--- src/rtl/key_turn_queue.sv ---
// Button front end for the snake core: two-flop sync, per-key debounce, press detect,
// and a small turn-command FIFO that is drained one entry per move tick into the heading.
module key_turn_queue #(
  parameter int DEBOUNCE_CYCLES = 20000,
  parameter int QUEUE_DEPTH     = 2,
  parameter int CNT_W           = 16
) (
  input  logic       clockInp,
  input  logic       reset,
  input  logic [1:0] KEY,
  input  logic       move_tick,
  input  logic       clear,
  output logic       direction,
  output logic       horizontal,
  output logic       vertical,
  output logic       turn_applied,
  output logic [3:0] queue_count,
  output logic       overflow
);

  localparam int              PTR_W      = (QUEUE_DEPTH > 1) ? $clog2(QUEUE_DEPTH) : 1;
  localparam logic [CNT_W-1:0] LP_CNT_MAX = CNT_W'(DEBOUNCE_CYCLES - 1);
  localparam logic [3:0]      LP_DEPTH   = 4'(QUEUE_DEPTH);

  logic [1:0]             r_sync1;
  logic [1:0]             r_sync2;
  logic [1:0]             r_db;
  logic [CNT_W-1:0]       r_cnt [2];
  logic [QUEUE_DEPTH-1:0] r_mem;
  logic [PTR_W-1:0]       r_wr_ptr;
  logic [PTR_W-1:0]       r_rd_ptr;
  logic [3:0]             r_count;
  logic                   r_dir;
  logic                   r_hor;
  logic                   r_ver;
  logic                   r_turn_applied;
  logic                   r_overflow;

  logic [1:0] w_settle;
  logic [1:0] w_press;
  logic       w_push_req;
  logic       w_push_code;
  logic       w_full;
  logic       w_pop;
  logic       w_push;
  logic       w_drop;
  logic       w_head;

  // A key settles when its synced level has differed for DEBOUNCE_CYCLES samples;
  // a settle toward 0 from a released level is the single press event.
  always_comb begin
    w_settle = 2'b00;
    w_press  = 2'b00;
    for (int k = 0; k < 2; k++) begin
      w_settle[k] = (r_sync2[k] != r_db[k]) && (r_cnt[k] == LP_CNT_MAX);
      w_press[k]  = w_settle[k] && r_db[k];
    end
  end

  always_ff @(posedge clockInp or posedge reset) begin
    if (reset) begin
      r_sync1  <= 2'b11;
      r_sync2  <= 2'b11;
      r_db     <= 2'b11;
      r_cnt[0] <= '0;
      r_cnt[1] <= '0;
    end else begin
      r_sync1 <= KEY;
      r_sync2 <= r_sync1;
      for (int k = 0; k < 2; k++) begin
        if (r_sync2[k] == r_db[k]) begin
          r_cnt[k] <= '0;
        end else if (w_settle[k]) begin
          r_db[k]  <= r_sync2[k];
          r_cnt[k] <= '0;
        end else begin
          r_cnt[k] <= r_cnt[k] + CNT_W'(1);
        end
      end
    end
  end

  // Producer side: a press is offered every cycle it occurs, accepted when there is room
  // (a same-cycle pop counts as room). Consumer side: move_tick pops only if non-empty.
  always_comb begin
    w_push_req  = |w_press;
    w_push_code = !w_press[0];
    w_full      = (r_count == LP_DEPTH);
    w_pop       = move_tick && (r_count != 4'd0);
    w_push      = w_push_req && (!w_full || w_pop);
    w_drop      = (&w_press) || (w_push_req && !w_push);
    w_head      = r_mem[r_rd_ptr];
  end

  always_ff @(posedge clockInp or posedge reset) begin
    if (reset) begin
      r_mem          <= '0;
      r_wr_ptr       <= '0;
      r_rd_ptr       <= '0;
      r_count        <= 4'd0;
      r_dir          <= 1'b0;
      r_hor          <= 1'b0;
      r_ver          <= 1'b0;
      r_turn_applied <= 1'b0;
      r_overflow     <= 1'b0;
    end else if (clear) begin
      r_wr_ptr       <= '0;
      r_rd_ptr       <= '0;
      r_count        <= 4'd0;
      r_dir          <= 1'b0;
      r_hor          <= 1'b0;
      r_ver          <= 1'b0;
      r_turn_applied <= 1'b0;
      r_overflow     <= 1'b0;
    end else begin
      r_turn_applied <= w_pop;
      if (w_push) begin
        r_mem[r_wr_ptr] <= w_push_code;
        r_wr_ptr        <= r_wr_ptr + PTR_W'(1);
      end
      if (w_pop) begin
        r_rd_ptr <= r_rd_ptr + PTR_W'(1);
        // Turn A (code 0) rotates right->up->left->down; B runs the other way.
        if (!r_dir) begin
          r_dir <= 1'b1;
          r_ver <= w_head ? r_hor : !r_hor;
        end else begin
          r_dir <= 1'b0;
          r_hor <= w_head ? !r_ver : r_ver;
        end
      end
      if (w_push && !w_pop) begin
        r_count <= r_count + 4'd1;
      end else if (w_pop && !w_push) begin
        r_count <= r_count - 4'd1;
      end
      if (w_drop) begin
        r_overflow <= 1'b1;
      end
    end
  end

  assign direction    = r_dir;
  assign horizontal   = r_hor;
  assign vertical     = r_ver;
  assign turn_applied = r_turn_applied;
  assign queue_count  = r_count;
  assign overflow     = r_overflow;

endmodule

--- config.mk ---
export PLATFORM = sky130hd
export DESIGN_NAME = key_turn_queue
export DESIGN_NICKNAME = d
export VERILOG_FILES = /design/src/rtl/key_turn_queue.sv
export SDC_FILE = /design/constraint.sdc
export NUM_CORES = 1
export LEC_CHECK = 0
export ABC_CLOCK_PERIOD_IN_PS = 5000
export CAP_MARGIN = 20
export CORE_ASPECT_RATIO = 2
export CORE_MARGIN = 4
export CORE_UTILIZATION = 64
export CTS_CLUSTER_DIAMETER = 40
export DETAILED_ROUTE_END_ITERATION = 16
export GPL_TIMING_DRIVEN = 0
export HOLD_SLACK_MARGIN = 0.06
export PLACE_DENSITY = 0.93
export SETUP_SLACK_MARGIN = 0.3
export SLEW_MARGIN = 20
export SYNTH_ARGS = -nofsm -noshare
export SYNTH_HDL_FRONTEND = slang
export SYNTH_SLANG_ARGS = --single-unit
--- constraint.sdc ---
create_clock -name clockInp -period 5 [get_ports clockInp]
set_input_delay 1 -clock clockInp [delete_from_list [all_inputs] [get_ports clockInp]]
set_output_delay 1 -clock clockInp [all_outputs]
set_load 0.05 [all_outputs]
# ---- Word-level counts from Yosys, hierarchy flattened
# Index checks and enable logic that the tools add are counted.
# W data, S select, Z words.
dict set report classes {
  order_cmp 3
  muxes 30
  n_bitwise 3
  n_eq_ne 8
  reduce_logical 31
  add_sub_neg 6
}
# operator count
set ops {}
lappend ops {{$mux W16} 4}
lappend ops {{$add A16 B1 Y16 const B} 2}
lappend ops {{$eq A16 B15 Y1 const B} 2}
lappend ops {{$mux W1} 21}
lappend ops {{$mux W4} 3}
lappend ops {{$reduce_and A2 Y1} 6}
lappend ops {{$logic_and A1 B1 Y1} 10}
lappend ops {{$reduce_bool A2 Y1} 4}
lappend ops {{$logic_not A1 Y1} 6}
lappend ops {{$add A4 B1 Y4 const B} 1}
lappend ops {{$eq A4 B2 Y1 const B} 1}
lappend ops {{$lt A1 B2 Y1 const B} 2}
lappend ops {{$reduce_bool A4 Y1} 1}
lappend ops {{$sub A4 B1 Y4 const B} 1}
lappend ops {{$not A1 Y1} 3}
lappend ops {{$reduce_bool A3 Y1} 1}
lappend ops {{$add A1 B1 Y1 const B} 2}
lappend ops {{$bwmux W2} 1}
lappend ops {{$eq A1 B1 Y1} 2}
lappend ops {{$logic_or A1 B1 Y1} 2}
lappend ops {{$ne A1 B1 Y1} 2}
lappend ops {{$ne A2 B2 Y1 const B} 1}
lappend ops {{$reduce_or A2 Y1} 1}
lappend ops {{$demux W1 S1} 1}
lappend ops {{$ge A1 B1 Y1 const B} 1}
dict set report word_totals {
  word_cells 96
  reg_bits 51
}

# ---- Longest topological paths before layout
# Gate-level depths: netlist of run 1.
dict set report depth {
  ltp_word 10
  ltp_mapped 12
}

# ---- Worst setup path after synthesis of run 1
# No wires, ideal clock.
dict set report synth_timing {
  path_type {flip-flop to flip-flop}
  from {register r_count[3], in the netlist queue_count[3]}
  to {register r_count[3], in the netlist queue_count[3]}
  stages_incl_launch_ff 11
  required_ps 4901
  synth_period_minus_slack_ps 2956
  arrival_ps 2857
  n_path_buf 2
  setup_ps 99
  path_slack_ps 2044
  path_cell_list {dfrtp_1 or3_4 o21ai_0 buf_2 buf_2 nand3_1 ha_1 a21o_1 a21o_1 or3_1 a311oi_1}
}
dict set report synth_between {
  elab_chain_len 7
  elab_cells_between_ends 16
  cone_classes {2 x add/sub; 1 x eq/ne; 3 x mux; 10 x reduce/logical}
}
# item line_no
set synth_rtl {}
lappend synth_rtl {{start, declared} 32} ;# logic [3:0] r_count;
lappend synth_rtl {{start signal, assigned} 133} ;# r_count <= r_count + 4'd1;
lappend synth_rtl {{start signal, assigned} 135} ;# r_count <= r_count - 4'd1;
lappend synth_rtl {{branches (longest 7 deep; another with $sub A4 B1 Y4)} --}
# Several ways; the timed one is not identified. The select of a mux whose other input is x is not followed.
# A chain may end at the register's enable or synchronous reset.

# ---- Worst setup path in the final report of run 1
dict set report layout_timing {
  from {input move_tick}
  to {register r_count[3], in the netlist queue_count[3]}
}
dict set report layout_between {
  elab_chain_len 6
  elab_cells_between_ends 10
  cone_classes {2 x mux; 8 x reduce/logical}
}
# item line_no
set layout_rtl {}
lappend layout_rtl {{start, declared} 11} ;# input logic move_tick,
lappend layout_rtl {{$logic_and A1 B1 Y1 *} 89} ;# w_pop = move_tick && (r_count != 4'd0);
lappend layout_rtl {{$logic_or A1 B1 Y1} 90} ;# w_push = w_push_req && (!w_full || w_pop);
lappend layout_rtl {{$logic_and A1 B1 Y1} 90}
lappend layout_rtl {{$logic_and A1 B1 Y1 / $logic_not A1 Y1 (equally long branches)} {132, 134}}
lappend layout_rtl {{$mux W4 / $logic_and A1 B1 Y1 (equally long branches)} {132, 134}}
lappend layout_rtl {{$mux W4 / $reduce_bool A3 Y1 (equally long branches)} --}
# Every way passes the cells marked *; elsewhere a longest branch is shown, timed or not.

==> results_dict.tcl, run 1 <==
set metrics [dict create \
    setup_viol 0 \
    timing.rr.end "queue_count[3]" \
    cp_data_required_time_ps 5200 \
    final_nets 287 \
    leakage_nw 1.28 \
    final_hold_viol_count 0 \
    start_kind "primary input" \
    synth_edf_count 0 \
    overflow 0 \
    vias_per_cell 5.94 \
    worstMarginPinSlew_ps 679 \
    cts.sinks 51 \
    vias 1947 \
    nFillCells 266 \
    synth_top_area_share_pct 42.7 \
    port_buffers 14 \
    r2r_start "r_cnt[16]" \
    placeableCoreArea_mm2 0.00392 \
    max_slew_margin_pct 54.3 \
    yosysUniqueCellTypes 46 \
    final_max_slew_viol_count 0 \
    r2r_cells 11 \
    die_h_um 98.7 \
    pin_count 15 \
    routed_wirelength_mm 5.26 \
    rrSetupSlack_ps 1700 \
    rsz0062_at_grt "false" \
    grt_max_degree 28 \
    worstSetupPathType "primary input to flop" \
    peakVddDrop_uv 336 \
    postSynthAreaPerCell_um2 10.4 \
    clk_latency_ps 300 \
    dpl.hpwl_mm 3.75 \
    crit_path_max_fanout 10 \
    grt_pass1_wl_mm 9.46 \
    clock_path_buffers 2 \
    cts_tree "yes" \
    drt-pass1-iter-count 4 \
    layout_min_cycle_time_ps 3480 \
    grt_pass1_vias 2181 \
    maxCapViolCount 0 \
    drive_gt1_share_pct 14.1 \
    skew_ps 4.99 \
    drt-met1-wl_mm 1.99 \
    fin_setup_tns_ps 0 \
    rows 32 \
    routed.top_layer "met4" \
    start_util_pct 67.2 \
    yosysSeqAreaShare_pct 48.7 \
    place_ws_ps 1250 \
    synth_top_cell_by_area "dfrtp_1" \
    num_antenna_cells 0 \
    hold_slack_ps 359 \
    drc 0 \
    cts_hold_buffers 0 \
    synth-seq-cells 51 \
    post_cts_buffers 0 \
    synthesis.instances 254 \
    root_buffer "clkbuf_8" \
    ctsResizeCount 0 \
    fin_crit_sh_pct 69.5 \
    synth_nets 265 \
    async_reset_ff_share_pct 100 \
    h-tree-depth 2 \
    min_path_type "flop to flop" \
    grt_antenna_before_repair 0 \
    powerDensity_mw_per_mm2 366 \
    hold_path_end "r_sync2[1]" \
    arrival_ps 3680 \
    netlist_area_mm2 0.00264 \
    die_area_mm2 0.00527 \
    yosys-top-cells-area "dfrtp_1 (43%), xor2_1 (8.0%), dfstp_2 (6.0%)" \
    die_x_um 53.4 \
    final_cell_mix "dfrtp_1 (45), nor2_1 (39), xor2_1 (24)" \
    yosys_warnings 0 \
    drtIter0Drc 61 \
    wl_met2_mm 2.91 \
    final_common_cell "dfrtp_1" \
    crit_path_end_kind "flop" \
    cts_buffers 5 \
    grt.total_usage_pct 23.8 \
    clk_pin_slew_ps 80 \
    synth_flop_cell "dfrtp_1" \
    max_freq_mhz 288 \
    place_congestion 0.839 \
    hold_path_depth 0 \
    fin_ws_ps 1520 \
    status "finished, final reports clean" \
    met3_length_um 132 \
    antenna_left 0 \
    wl_per_cell_um 16.0 \
    area_delta_synth_final_pct 12.6 \
    min_from "r_sync1[1]" \
]
-- registers in the layout (all words and copies together) (netlist names) --
register      count
direction         1
horizontal        1
overflow          1
queue_count       4
r_cnt            32
r_db              2
r_mem             2
r_rd_ptr          1
r_sync1           2
r_sync2           2
r_wr_ptr          1
turn_applied      1
vertical          1
-- area by class of cell --
type / count / area (µm²) / area share (%)
repair buffers: 15 / 168 / 5.65
clock buffers: 8 / 100 / 3.37
plain buffers: 10 / 68.8 / 2.32
multi-input cells: 186 / 1260 / 42.3
flip-flops and latches: 51 / 1280 / 43.3
well taps: 51 / 63.8 / 2.15
inverters: 7 / 26.3 / 0.886
-- synthesized netlist by cell type (all sizes together), types with 2 or more instances --
master	n
nor4b	2
nand3b	2
xnor2	10
xor2	24
nand4b	4
and4	4
nand2	13
o21ai	5
nand4	12
clkbuf	6
nor2	39
or3	7
mux2i	3
buf	4
mux2	4
nand3	15
and4bb	2
inv	7
a21o	2
nor3b	2
dfrtp	45
and3	5
or2b	2
nor4	4
ha	4
nor3	7
a21oi	4
or2	2
dfstp	6
-- logic make-up (layout without fill, tap and decap cells) --
family / Yosys count / after routing / synth area share, %
mux: 7 / 7 / 2.85
buf+inv: 17 / 40 / 3.61
xor+xnor: 34 / 34 / 11.3
flops: 51 / 51 / 48.7
compound gates: 16 / 16 / 3.89
fa+ha+maj: 5 / 5 / 2.66
simple gates: 124 / 124 / 27.0
-- routing by layer --
layer / vias to the layer above / track usage (%)
met4: 0 / 15.0
met2: 48 / 39.5
met3: 22 / 4.24
met1: 950 / 26.7
met5: - / 0
li1: 927 / -
-- worst max-delay path, stage by stage --
cell and delay (ps):
clkdlybuf4s50_1 520, o21ai_0 160, buf_2 260, buf_2 260, nand3_1 160, ha_1 330
a21o_1 190, a21o_1 210, or3_1 300, a311oi_1 280
-- report_power, final --
part           switching, mW  internal (mW)  total [mW]
registers             0.0343          0.445       0.480
logic                  0.221          0.131       0.352
clock network          0.129          0.126       0.255
total                  0.384          0.703        1.09
-- worst max path at each step --
stage	start	to	slack, ps	depth (start not counted)
after floorplan	queue_count[3]	queue_count[3]	2040	10
after global placement	move_tick	queue_count[3]	1360	10
after detailed placement	move_tick	queue_count[3]	1250	10
after CTS	move_tick	queue_count[3]	1540	10
after global routing	move_tick	queue_count[3]	1340	10
final	move_tick	queue_count[3]	1520	10
-- through the flow --
| stage | std cells | instance area, µm² | util (%) | total power, mW |
|---|---|---|---|---|
| 3_3_place_gp | 319 | 2840 | 72.4 | 0.815 |
| 5_1_grt | 328 | 2970 | 75.6 | 1.15 |
| 4_1_cts | 328 | 2970 | 75.6 | 1.09 |
| 6_report | 328 | 2970 | 75.6 | 1.09 |
| 3_5_place_dp | 320 | 2870 | 73.1 | 0.831 |
| 2_1_floorplan | 254 | 2640 | - | 0.729 |
Power figures use the tool's default switching activity.
==> run 2, diff against run 1 <==
--- a/config.mk
+++ b/config.mk
@@ -5,16 +5,16 @@
 export SDC_FILE = /design/constraint.sdc
 export NUM_CORES = 1
 export LEC_CHECK = 0
-export ABC_CLOCK_PERIOD_IN_PS = 5000
+export ABC_CLOCK_PERIOD_IN_PS = 2900
 export CAP_MARGIN = 20
 export CORE_ASPECT_RATIO = 2
 export CORE_MARGIN = 4
-export CORE_UTILIZATION = 64
+export CORE_UTILIZATION = 53
 export CTS_CLUSTER_DIAMETER = 40
 export DETAILED_ROUTE_END_ITERATION = 16
 export GPL_TIMING_DRIVEN = 0
 export HOLD_SLACK_MARGIN = 0.06
-export PLACE_DENSITY = 0.93
+export PLACE_DENSITY = 0.83
 export SETUP_SLACK_MARGIN = 0.3
 export SLEW_MARGIN = 20
 export SYNTH_ARGS = -nofsm -noshare
==> constraint.sdc (replaced) <==
create_clock -name clockInp -period 2.9 [get_ports clockInp]
set_input_delay 0.58 -clock clockInp [delete_from_list [all_inputs] [get_ports clockInp]]
set_output_delay 0.58 -clock clockInp [all_outputs]
set_load 0.05 [all_outputs]
==> run 2 against run 1 <==
Via count rose by 5.8%. Sequential power up 72%. Non-clock buffer count up 17. First-iteration DRC count shrank 30%. Worst setup slack got worse by 1300 ps. Utilization fell by 7.9 points. Wire length rose by 14%. Critical path depth unchanged. Register-to-register slack got worse by 1500 ps. Global-route usage fell by 2.7 points. Worst hold slack improved by 3.5 ps. Critical path type is now flop to flop. Largest cell class is now multi-input combinational cells.
==> results_dict.tcl, run 2 (synthesis results as in run 1) <==
set metrics [dict create \
    crit_start "queue_count[0]" \
    sequentialPowerShare_pct 38.2 \
    min_path_type "flop to flop" \
    setup_viol 0 \
    worstSetupPathType "flop to flop" \
    drive_gt1_share_pct 25.2 \
    die_area_mm2 0.00623 \
    maxCapViolCount 0 \
    die_h_um 108 \
    port_buffers 14 \
    wl_per_cell_um 17.1 \
    root_buffer "clkbuf_8" \
    fin_crit_sh_pct 91.7 \
    min_from "r_sync1[0]" \
    clk_latency_ps 320 \
    skew_ps 4.73 \
    die_x_um 57.9 \
    cts.sinks 51 \
    antenna_left 0 \
    largest_register "r_cnt" \
    overflow 0 \
    start_kind "flop" \
    area_delta_synth_final_pct 25.0 \
    place_congestion 0.782 \
    swShare_pct 33.8 \
    p_switching_uw 733 \
    drc 0 \
    fin_setup_tns_ps 0 \
    start_util_pct 54.2 \
    worstMarginPinSlew_ps 647 \
    grt_pass1_wl_mm 9.97 \
    cp_slowest_cell "dfrtp_2" \
    rows 36 \
    nFillCells 350 \
    cts_tree "yes" \
    num_antenna_cells 0 \
    path_cells "or3_4 -> or3_4 -> clkbuf_8 -> nand3_4 -> ha_4 -> a21o_1 -> a21o_1 -> or3_1 -> mux2i_1 -> a311oi_2" \
    power_mw 2.17 \
    leakage_nw 1.42 \
    layout_min_cycle_time_ps 2660 \
    endpoint "queue_count[3]" \
    final_hold_viol_count 0 \
    max_freq_mhz 376 \
    rsz0062_at_grt "true" \
    clk_pin_slew_ps 90 \
    cts_buffers 5 \
    placeableCoreArea_mm2 0.00486 \
    drtIter0Drc 43 \
    grt_pass1_vias 2200 \
    final_cell_mix "nor2_1 (39), dfrtp_1 (39), xor2_1 (24)" \
    crit_path_end_kind "flop" \
    vias_per_cell 5.87 \
    clock_power_share_pct 26.9 \
    routed_wirelength_mm 6.02 \
    r2r_cells 10 \
    vias 2060 \
    clock_path_buffers 2 \
    arrival_ps 2860 \
    crit_path_max_incr_delay_ps 430 \
    dpl.hpwl_mm 3.84 \
    crit_path_max_fanout 3 \
    final_max_slew_viol_count 0 \
    drt-pass1-iter-count 6 \
    p_int_mw 1.44 \
    largest_reg_flops 32 \
    status "finished, final reports clean" \
    grt.total_usage_pct 21.1 \
    rrSetupSlack_ps 240 \
    combinationalPowerShare_pct 34.9 \
    cts_hold_buffers 0 \
    powerDensity_mw_per_mm2 659 \
    peakVddDrop_uv 700 \
    max_slew_margin_pct 56.5 \
    r2r_start "queue_count[0]" \
    utilization_pct 67.7 \
    grt_max_degree 30 \
    cp_data_required_time_ps 3100 \
    pin_count 15 \
    h-tree-depth 2 \
    grt_antenna_before_repair 0 \
    timing.rr.end "queue_count[3]" \
    final_nets 304 \
]
==> run 2: critical path: cells and delay by family, from the launching register on <==
| kind | cells | cell delay, ps |
|---|---|---|
| multiplexers | 1 | 180 |
| flip-flops | 1 | 430 |
| buffers and inverters | 1 | 150 |
| AO/OA/AOI/OAI | 3 | 420 |
| AND/OR/NAND/NOR | 4 | 1170 |
| adder cells (fa/ha/maj) | 1 | 200 |
==> run 2: worst min-delay path by stage <==
stage / slack [ps] / endpoint / depth (start not counted)
after floorplan: 350 / r_sync2[0] / 0
after global placement: 350 / r_sync2[1] / 0
after detailed placement: 350 / r_sync2[0] / 0
after CTS: 360 / r_sync2[0] / 0
after global routing: 370 / r_sync2[1] / 0
final: 360 / r_sync2[0] / 0
==> run 2: stage by stage <==
stage | area [µm²] | hold slack [ps] | setup WS [ps] | cells
2_1_floorplan | 2690 | 345 | 252 | 254
3_3_place_gp | 2900 | 347 | 8.36 | 325
3_5_place_dp | 2930 | 350 | -59.6 | 326
4_1_cts | 3220 | 363 | 301 | 345
5_1_grt | 3290 | 367 | 107 | 351
6_report | 3290 | 363 | 240 | 351
==> run 2: routing by layer <==
metal  vias to the layer above  part of all wire, %  global-route usage (%)
met2                        36                   59                    39.7
met3                        24                  2.1                    3.00
met4                         0                  4.1                    11.6
met5                         -                    0                       0
met1                      1037                   34                    21.0
li1                        963                    -                       -
==> run 2: timing repair <==
action	CTS	global route
resized for setup	14	6
endpoints found under the hold margin	0	0
pin swaps	3	6
setup buffers	11	6
endpoints found under the setup margin	3	1
==> run 2: final cells by class <==
| type | count | area (µm²) | share of cell area (%) |
|---|---|---|---|
| clock inverters | 2 | 60.1 | 1.82 |
| plain buffers | 10 | 97.6 | 2.96 |
| inverters | 7 | 26.3 | 0.798 |
| clock buffers | 6 | 72.6 | 2.20 |
| well taps | 57 | 71.3 | 2.16 |
| flip-flops and latches | 51 | 1290 | 39.2 |
| multi-input cells | 186 | 1380 | 41.9 |
| repair buffers | 32 | 295 | 8.96 |
==> run 2: power groups by stage <==
stage	clock network [mW]	registers (mW)	logic (mW)
floorplan	0	0.974	0.328
global placement	0	0.849	0.612
detailed placement	0	0.851	0.635
CTS	0.585	0.827	0.713
global route	0.613	0.834	0.820
finish	0.584	0.828	0.758
==> run 3, diff against run 2 <==
--- a/config.mk
+++ b/config.mk
@@ -9,9 +9,10 @@
 export CAP_MARGIN = 20
 export CORE_ASPECT_RATIO = 2
 export CORE_MARGIN = 4
-export CORE_UTILIZATION = 53
+export CORE_UTILIZATION = 57
 export CTS_CLUSTER_DIAMETER = 40
 export DETAILED_ROUTE_END_ITERATION = 16
+export DONT_BUFFER_PORTS = 1
 export GPL_TIMING_DRIVEN = 0
 export HOLD_SLACK_MARGIN = 0.06
 export PLACE_DENSITY = 0.83
==> run 3 against run 2 <==
Worst setup slack got worse by 100 ps. Via count decreased by 6.0%. Final area decreased by 7.5%. Highest routed layer unchanged. Power decreased by 6.2%. Largest power group unchanged. Flip-flop and latch count unchanged.
==> results_dict.tcl, run 3 (synthesis results as in run 1) <==
set metrics [dict create \
    status "finished, final reports clean" \
    setup_viol 0 \
    utilization_pct 68.9 \
    cts_buffers 5 \
    grt_antenna_before_repair 0 \
    crit_path_max_fanout 5 \
    wl_per_cell_um 16.5 \
    area_delta_synth_final_pct 15.6 \
    crit_path_max_incr_delay_ps 550 \
    path_cells "or3_4 -> or3_1 -> clkbuf_8 -> nand3_4 -> ha_4 -> a21o_1 -> a21o_1 -> or3_1 -> mux2i_1 -> a311oi_1" \
    max_slew_margin_pct 62.8 \
    fin_setup_tns_ps 0 \
    cp_num_buf_inv 1 \
    grt.total_usage_pct 20.4 \
    drc 0 \
    root_buffer "clkbuf_8" \
    worstSetupPathType "flop to flop" \
    fin_crit_sh_pct 95.4 \
    leakage_nw 1.31 \
    final_cell_mix "dfrtp_1 (41), nor2_1 (39), xor2_1 (24)" \
    critPathTopFamily "simple AND/OR/NAND/NOR gates" \
    start_kind "flop" \
    die_x_um 56.1 \
    final_hold_viol_count 0 \
    grt_pass1_wl_mm 9.39 \
    worstMarginPinSlew_ps 552 \
    cts_tree "yes" \
    vias_per_cell 5.92 \
    cts.sinks 51 \
    start_util_pct 59.6 \
    max_freq_mhz 362 \
    skew_ps 7.25 \
    cts_hold_buffers 0 \
    final_max_slew_viol_count 0 \
    die_area_mm2 0.00584 \
    dpl.hpwl_mm 3.72 \
    crit_path_end_kind "flop" \
    place_congestion 0.770 \
    cp_slowest_cell "dfrtp_2" \
    drtIter0Drc 49 \
    final_nets 283 \
    pin_count 15 \
    cp_data_required_time_ps 3080 \
    arrival_ps 2950 \
    clk_pin_slew_ps 90 \
    maxCapViolCount 0 \
    die_h_um 104 \
    h-tree-depth 2 \
    rsz0062_at_grt "true" \
    drt-pass1-iter-count 4 \
    overflow 0 \
    largest_reg_flops 32 \
    nFillCells 346 \
    layout_min_cycle_time_ps 2770 \
    min_path_type "primary input to async pin" \
    vias 1936 \
    largest_register "r_cnt" \
    powerDensity_mw_per_mm2 668 \
    port_buffers 0 \
    grt_max_degree 29 \
    final_common_cell "dfrtp_1" \
    placeableCoreArea_mm2 0.00442 \
    clock_path_buffers 2 \
    num_antenna_cells 0 \
    antenna_left 0 \
    clk_latency_ps 300 \
    rows 34 \
    drive_gt1_share_pct 23.4 \
    grt_pass1_vias 2046 \
    peakVddDrop_uv 603 \
    routed_wirelength_mm 5.39 \
]
[run 3: cell count changes in the layout (fill, tap and decap cells not counted), moves of 2 or more]
cell / delta
nor3b_2: -2
buf_4: -7
dfrtp_1: +2
ha_4: -2
dfrtp_2: -2
and4_4: -2
clkdlybuf4s50_1: -14
and4_2: +2
ha_2: +2
nor3b_1: +2
[run 3: worst reg2reg max path, stage by stage (launching register included)]
cell and delay (ps):
dfrtp_2 550, or3_4 440, or3_1 320, clkbuf_8 150
nand3_4 70, ha_4 200, a21o_1 170, a21o_1 210
or3_1 320, mux2i_1 150, a311oi_1 70
[run 3: worst paths after layout]
check	start	end	slack, ps	cells after the start
max in group asynchronous	reset	r_sync2[0]	2110	2
hold / removal	reset	queue_count[2]	190	1
min in group clockInp	KEY[0]	r_sync1[0]	270	0
setup / recovery	queue_count[0]	queue_count[3]	130	10
hold reg to reg	r_sync1[0]	r_sync2[0]	360	0
setup reg to reg	queue_count[0]	queue_count[3]	130	10
[run 3: area by class of cell]
| type | count | area [µm²] | area share (%) |
|---|---|---|---|
| Tap cell | 54 | 67.6 | 2.22 |
| Sequential cell | 51 | 1290 | 42.3 |
| Inverter | 7 | 26.3 | 0.862 |
| Timing Repair Buffer | 11 | 95.1 | 3.12 |
| Clock inverter | 2 | 60.1 | 1.97 |
| Multi-Input combinational cell | 186 | 1340 | 43.8 |
| Buffer | 10 | 101 | 3.33 |
| Clock buffer | 6 | 72.6 | 2.38 |
[run 3: stage by stage]
| step | setup WS (ps) | instance area, µm² | power, mW | hold WS [ps] | cells |
|---|---|---|---|---|---|
| 2_1_floorplan | 252 | 2690 | 1.30 | 345 | 254 |
| 3_3_place_gp | 76.3 | 2760 | 1.37 | 345 | 308 |
| 3_5_place_dp | -69.8 | 2780 | 1.40 | 348 | 309 |
| 4_1_cts | 131 | 3010 | 2.03 | 203 | 325 |
| 5_1_grt | 8.45 | 3050 | 2.14 | 208 | 327 |
| 6_report | 135 | 3050 | 2.04 | 190 | 327 |
[run 3: repair_timing]
item	CTS	global route
buffers inserted	8	2
setup endpoints to repair	3	3
resized for setup	8	5
gates cloned	0	0
pin swaps	6	7
[run 3: report_power, final]
group | switching (mW) | internal [mW]
sequential | 0.210 | 0.770
clock | 0.226 | 0.345
combinational | 0.261 | 0.224
[run 3: layer usage]
metal / up-vias / GRT usage (%) / part of all wire [%] / wire (µm)
met5: - / 0 / 0 / 0
met2: 29 / 38.0 / 57 / 3060
met4: 0 / 10.0 / 4.3 / 232
met1: 972 / 20.9 / 37 / 1970
li1: 920 / - / - / -
met3: 15 / 3.73 / 2.4 / 128
